[src/rtl/flog_pkg.sv]
// flog_pkg: shared constants, types and helpers for the bfloat16 log2 output stage.
//   DIM/COMMA_POS describe the fixed-point log2 input, BIAS is the bfloat16 exponent bias.
//   special_decode() applies the special-case priority to a captured operand.
package flog_pkg;

   localparam int unsigned DIM       = 22;
   localparam int unsigned COMMA_POS = 14;
   localparam int unsigned BIAS      = 127;

   // Exponent of a value whose leading one sits at mag[DIM-1] with zero shifts.
   localparam int unsigned EXP_BASE  = BIAS + (DIM - 1) - COMMA_POS;

   localparam logic [15:0] QNAN_BF16      = 16'h7FC0;
   localparam logic [15:0] PLUS_INF_BF16  = 16'h7F80;
   localparam logic [15:0] MINUS_INF_BF16 = 16'hFF80;
   localparam logic [15:0] PLUS_ZERO_BF16 = 16'h0000;

   // special_i bit positions
   localparam int unsigned SP_IS_OP_VALID = 0;
   localparam int unsigned SP_IS_NAN      = 1;
   localparam int unsigned SP_IS_SNAN     = 2;
   localparam int unsigned SP_IS_QNAN     = 3;
   localparam int unsigned SP_IS_POS_ZERO = 4;
   localparam int unsigned SP_IS_POS_INF  = 5;
   localparam int unsigned SP_IS_NEG      = 6;

   typedef enum logic [1:0] {
      IDLE,
      NORM,
      ROUND,
      DONE
   } flog_i2f_state_t;

   typedef struct packed {
      logic        hit;
      logic [15:0] value;
   } flog_special_t;

   // Operand validity does not alter the result; only the exception flags and a zero input do.
   function automatic flog_special_t special_decode(logic [DIM-1:0] fix, logic [6:0] special);
      flog_special_t r;
      r.hit   = 1'b1;
      r.value = PLUS_ZERO_BF16;
      if (special[SP_IS_QNAN] | special[SP_IS_SNAN] | special[SP_IS_NAN]) begin
         r.value = QNAN_BF16;
      end else if (special[SP_IS_POS_ZERO]) begin
         r.value = MINUS_INF_BF16;  // log2(+0) = -inf
      end else if (special[SP_IS_NEG]) begin
         r.value = QNAN_BF16;
      end else if (special[SP_IS_POS_INF]) begin
         r.value = PLUS_INF_BF16;
      end else if (fix == '0) begin
         r.value = PLUS_ZERO_BF16;
      end else begin
         r.hit = 1'b0;
      end
      return r;
   endfunction

endpackage

[src/rtl/flog_rne.sv]
// flog_rne: round-to-nearest-even of a normalised magnitude to a 7-bit bfloat16 mantissa.
//   mag     in  21  magnitude bits below the leading one
//   exp_in  in  8   exponent before rounding
//   exp_out out 8   exponent after rounding (incremented on mantissa overflow)
//   mant    out 7   rounded mantissa
module flog_rne (
   input  logic [20:0] mag,
   input  logic [7:0]  exp_in,
   output logic [7:0]  exp_out,
   output logic [6:0]  mant
);

   logic       guard;
   logic       sticky;
   logic       round_up;
   logic [7:0] mant_inc;

   assign guard    = mag[13];
   assign sticky   = |mag[12:0];
   assign round_up = guard & (sticky | mag[14]);
   assign mant_inc = {1'b0, mag[20:14]} + 8'd1;

   always_comb begin
      exp_out = exp_in;
      mant    = mag[20:14];
      if (round_up) begin
         mant    = mant_inc[6:0];
         exp_out = exp_in + {7'd0, mant_inc[7]};  // 0x7F + 1 wraps mantissa to 0
      end
   end

endmodule

[src/rtl/flog_i2f.sv]
// flog_i2f: converts the signed fixed-point log2 result into bfloat16.
//   clk_i, rst_ni      clock, asynchronous active-low reset
//   valid_i/ready_o    operand handshake; ready_o only in IDLE
//   fix_i     in  22   two's-complement log2 value, 14 fractional bits
//   special_i in  7    {isNeg, isPosInf, isPosZero, isQNaN, isSNaN, isNaN, isOpValid}
//   valid_o/ready_i    result handshake; valid_o only in DONE
//   result_o  out 16   bfloat16 result, held stable while in DONE
// Normalisation shifts one bit per cycle until the leading one reaches the MSB.
module flog_i2f
   import flog_pkg::*;
(
   input  logic           clk_i,
   input  logic           rst_ni,
   input  logic           valid_i,
   output logic           ready_o,
   input  logic [DIM-1:0] fix_i,
   input  logic [6:0]     special_i,
   output logic           valid_o,
   input  logic           ready_i,
   output logic [15:0]    result_o
);

   flog_i2f_state_t state_q, state_d;
   logic [DIM-1:0]  mag_q, mag_d;
   logic [4:0]      s_q, s_d;
   logic            sign_q, sign_d;
   logic [15:0]     result_q, result_d;

   flog_special_t   special;
   logic [7:0]      exp_pre;
   logic [7:0]      exp_rnd;
   logic [6:0]      mant_rnd;

   assign special = special_decode(fix_i, special_i);
   assign exp_pre = 8'(EXP_BASE) - {3'd0, s_q};

   flog_rne u_rne (
      .mag     (mag_q[DIM-2:0]),
      .exp_in  (exp_pre),
      .exp_out (exp_rnd),
      .mant    (mant_rnd)
   );

   always_comb begin
      state_d  = state_q;
      mag_d    = mag_q;
      s_d      = s_q;
      sign_d   = sign_q;
      result_d = result_q;
      unique case (state_q)
         IDLE: begin
            if (valid_i) begin
               if (special.hit) begin
                  result_d = special.value;
                  state_d  = DONE;
               end else begin
                  sign_d  = fix_i[DIM-1];
                  // -2^21 negates to 2^21, which still fits unsigned
                  mag_d   = fix_i[DIM-1] ? (~fix_i + 22'd1) : fix_i;
                  s_d     = '0;
                  state_d = NORM;
               end
            end
         end
         NORM: begin
            if (mag_q[DIM-1]) begin
               state_d = ROUND;
            end else begin
               mag_d = {mag_q[DIM-2:0], 1'b0};
               s_d   = s_q + 5'd1;
            end
         end
         ROUND: begin
            result_d = {sign_q, exp_rnd, mant_rnd};
            state_d  = DONE;
         end
         DONE: begin
            if (ready_i) begin
               state_d = IDLE;
            end
         end
         default: state_d = IDLE;
      endcase
   end

   always_ff @(posedge clk_i or negedge rst_ni) begin
      if (!rst_ni) begin
         state_q  <= IDLE;
         mag_q    <= '0;
         s_q      <= '0;
         sign_q   <= 1'b0;
         result_q <= PLUS_ZERO_BF16;
      end else begin
         state_q  <= state_d;
         mag_q    <= mag_d;
         s_q      <= s_d;
         sign_q   <= sign_d;
         result_q <= result_d;
      end
   end

   assign ready_o  = (state_q == IDLE);
   assign valid_o  = (state_q == DONE);
   assign result_o = result_q;

endmodule

[config.mk]
export PLATFORM = sky130hd
export DESIGN_NAME = flog_i2f
export DESIGN_NICKNAME = d
export VERILOG_FILES = /design/src/rtl/flog_pkg.sv /design/src/rtl/flog_rne.sv /design/src/rtl/flog_i2f.sv
export SDC_FILE = /design/constraint.sdc
export NUM_CORES = 1
export LEC_CHECK = 0
export BUFFER_PORTS_ARGS = -buffer_cell sky130_fd_sc_hd__clkbuf_2
export CAP_MARGIN = 15
export CORE_MARGIN = 2
export CORE_UTILIZATION = 39
export DETAILED_ROUTE_END_ITERATION = 8
export PLACE_DENSITY = 0.71
export SLEW_MARGIN = 30
export SYNTH_ARGS = -nofsm -noshare
export SYNTH_HDL_FRONTEND = slang
export SYNTH_SLANG_ARGS = --single-unit
export TNS_END_PERCENT = 5
[constraint.sdc]
create_clock -name clk_i -period 1.73 [get_ports clk_i]
set_input_delay 0.0865 -clock clk_i [delete_from_list [all_inputs] [get_ports clk_i]]
set_output_delay 0.0865 -clock clk_i [all_outputs]
set_load 0.01 [all_outputs]
==> flow_summary.ini <==
[clock_network]
htree_levels = 2
cts_max_path_buffers = 2
clk_pin_slew_ns = 0.09
cts_made_buffers = 5
clock_latency_ns = 0.30
cts_root_buffer = clkbuf_8
clkSinkCount = 46
cts_tree = done

[grt]
grt_pass1_wl_mm = 14.59
busiest_layer = met2
gr-usage-all-layers = 0.2101
grt_antenna_before_repair = 0
use_met3 = 0.03062
overflow = 0
grt_start_max_net_pins = 47
grt_use_met1 = 0.2699
grt_util_met2 = 0.3744
grt_pass1_vias = 3151

[yosys]
synth_area_mm2 = 0.003097
yosysWarnings = 0
synth.yosys.seq_area_share = 0.3717
synth.avg_cell_area_um2 = 8.773
yosys-top-cells-area = dfrtp_1 (37%), nand2_1 (6.5%), o21ai_0 (4.7%)
synthesis.nets = 395
synth_enable_flop_cells = 0
async_flop_share = 1.000
yosysTopAreaCell = dfrtp_1
synthFlopType = dfrtp_1
netlist_instances = 353
synth_cell_types = 65
ys_ff_latch = 46
yosys.area.top_type_share = 0.3717

[routing]
via_per_inst = 5.383
wire_per_inst_um = 14.79
dr.pass1.iters = 4
vias = 3230
drc = 0
wirelength_mm = 8.872
antenna_left = 0
dr.first_iter.drc_count = 140

[final_layout]
area_delta_synth_final_pct = 47.39
stdcell_area_mm2 = 0.004564
final_cells = 600
layout-drive-gt1-share = 0.4518
num_antenna_cells = 0
fin_nets = 539

[timing]
rsz0062_at_grt = true
hold_viol_final = 0
period_minus_slack_ns = 1.979
maxSlewViolCount = 0
worstMarginPinSlew_ns = 0.5938
finClkSkew_ns = 0.006300
fmax_mhz = 505.3
setup_ws_ns = -0.2492
setup_viol = 44
period_share = 1.144
slew_headroom = 0.6041

[place]
portBuffers = 49
dp_hpwl_mm = 6.841
gp_congestion = 0.9521
placed_area_mm2 = 0.004170
dp.cells = 586

[status]
violations = setup timing
outcome = complete, but fails checks

[power_and_ir_drop]
peakVddDrop_uv = 544.9
powerDensity_mw_per_mm2 = 1404
power.leakage_nw = 2.072

[floorplanning]
io_pins = 51
core_area_mm2 = 0.007727
die_w_um = 93.11
die_h_um = 93.11
die_area_mm2 = 0.008669
std_cell_rows = 32
initial_utilization = 0.4007

[run]
max-cap-violations = 0

[setup_path]
cp_slowest_stage_delay_ns = 0.76
cp-startpoint = fix_i[6]
path_class = in2reg
slowest_stage = or4_2
crit_chain = clkbuf_2 > or4_4 > or4_2 > o21ai_1 > xor2_1 > o211a_1 > a21oi_1
worstSetupEndpointType = flop
startpoint_type = input pin
cp.required_ns = 1.92
r2r_start = s_q[1]
cp_max_fo = 5
arrival_ns = 2.17

[hold_path]
hold_start = fix_i[0]
min_path_type = in2reg
-- kinds of logic (layout without fill, tap and decap cells) --
group           Yosys count  in the layout  share of synthesized area
xor+xnor                 25             25                    0.07071
mux                       6              6                    0.02101
buf+inv                  33            178                    0.04768
compound gates          109            109                     0.2400
simple gates            125            125                     0.2125
fa+ha+maj                 9              9                    0.03636
flops                    46             46                     0.3717
-- per-layer routing --
metal | vias up | routed length, µm | share of wire
met5 | - | 0 | 0
met4 | 0 | 81 | 0.0091
met3 | 10 | 351 | 0.040
met2 | 90 | 4400 | 0.50
met1 | 1548 | 4038 | 0.46
li1 | 1582 | - | -
-- cells in the mapped netlist, drive strengths merged (3+ instances only) --
library cell  count
nand2            54
dfrtp            46
o21ai            37
nor2             20
inv              15
a21oi            14
xnor2            13
o31ai            12
xor2             12
clkbuf           10
or4              10
a22oi             9
ha                9
buf               7
nor4              6
nand2b            5
o211ai            5
mux2              4
nor3              4
o22a              4
and2              3
nand3             3
nand4             3
nor2b             3
o41ai             3
or3               3
or3b              3
-- critical path: cells and delay by family --
family / cells / cell delay [ns]
AO/OA/AOI/OAI: 3 / 0.44
AND/OR/NAND/NOR: 2 / 1.32
buffers and inverters: 1 / 0.09
XOR/XNOR: 1 / 0.23
-- area by class of cell --
class                      count  area (µm²)
clock inverter                 1       8.758
fill                         679        3163
inverter                      16       60.06
tap                          102       127.6
timing repair buffer         154        1086
clock buffer                   7       96.34
sequential                    46        1152
multi-input combinational    274        2033
-- report_power, final --
part           switching (mW)  internal [mW]
combinational            1.97           1.90
clock                   0.371          0.366
sequential              0.294           1.51
-- metrics by stage --
stage            util  setup slack (ns)  total power, mW  hold WS (ns)  TNS (ns)
2_1_floorplan       -           -0.4759            3.599       -0.2091    -14.37
3_3_place_gp   0.5397           -0.5854            5.050        0.2057    -22.92
3_5_place_dp   0.5397           -0.6163            5.175        0.2242    -24.46
4_1_cts        0.5793           -0.2372            6.290        0.1578    -6.712
5_1_grt        0.5907           -0.2793            6.900        0.1716    -9.007
6_report       0.5907           -0.2492            6.411        0.1597    -6.789
-- flip-flops by register name, indices dropped and copies added (netlist names) --
| name | cells |
|---|---|
| mag_q | 22 |
| s_q | 5 |
| result_o | 16 |
| sign_q | 1 |
| state_q | 2 |
-- placed cells by master (no fill, tap or decap), drive strengths merged, types with 3 or more instances in the layout --
cell      n
o22a      4
clkbuf   55
or4      10
mux2      4
o41ai     3
o211ai    5
nand4     3
a22oi     9
or3       3
dfrtp    46
nand3     3
nor3      4
xnor2    13
xor2     12
o21ai    37
nor4      6
inv      15
nor2b     3
nand2b    5
o31ai    12
a21oi    14
buf     105
and2      3
ha        9
or3b      3
nor2     20
nand2    54
-- path summary, 6_finish.rpt --
kind	end	depth (start not counted)	slack, ns
worst min register to register	result_o[5]	2	0.48
worst min-delay path	mag_q[0]	4	0.16
max in group asynchronous	mag_q[14]	3	0.87
worst max-delay path	mag_q[17]	7	-0.25
min in group asynchronous	result_o[5]	3	0.41
worst max register to register	result_o[11]	6	-0.13
-- what timing repair did --
item                                    CTS  global route
buffers inserted                          3             1
hold buffers                              1             0
hold endpoints to repair                 46             0
cloned                                    1             0
endpoints found under the setup margin   44            46
gates resized for setup                  44            23
pin swaps                                16             7
No activity file was read; power rests on OpenSTA's default activity.
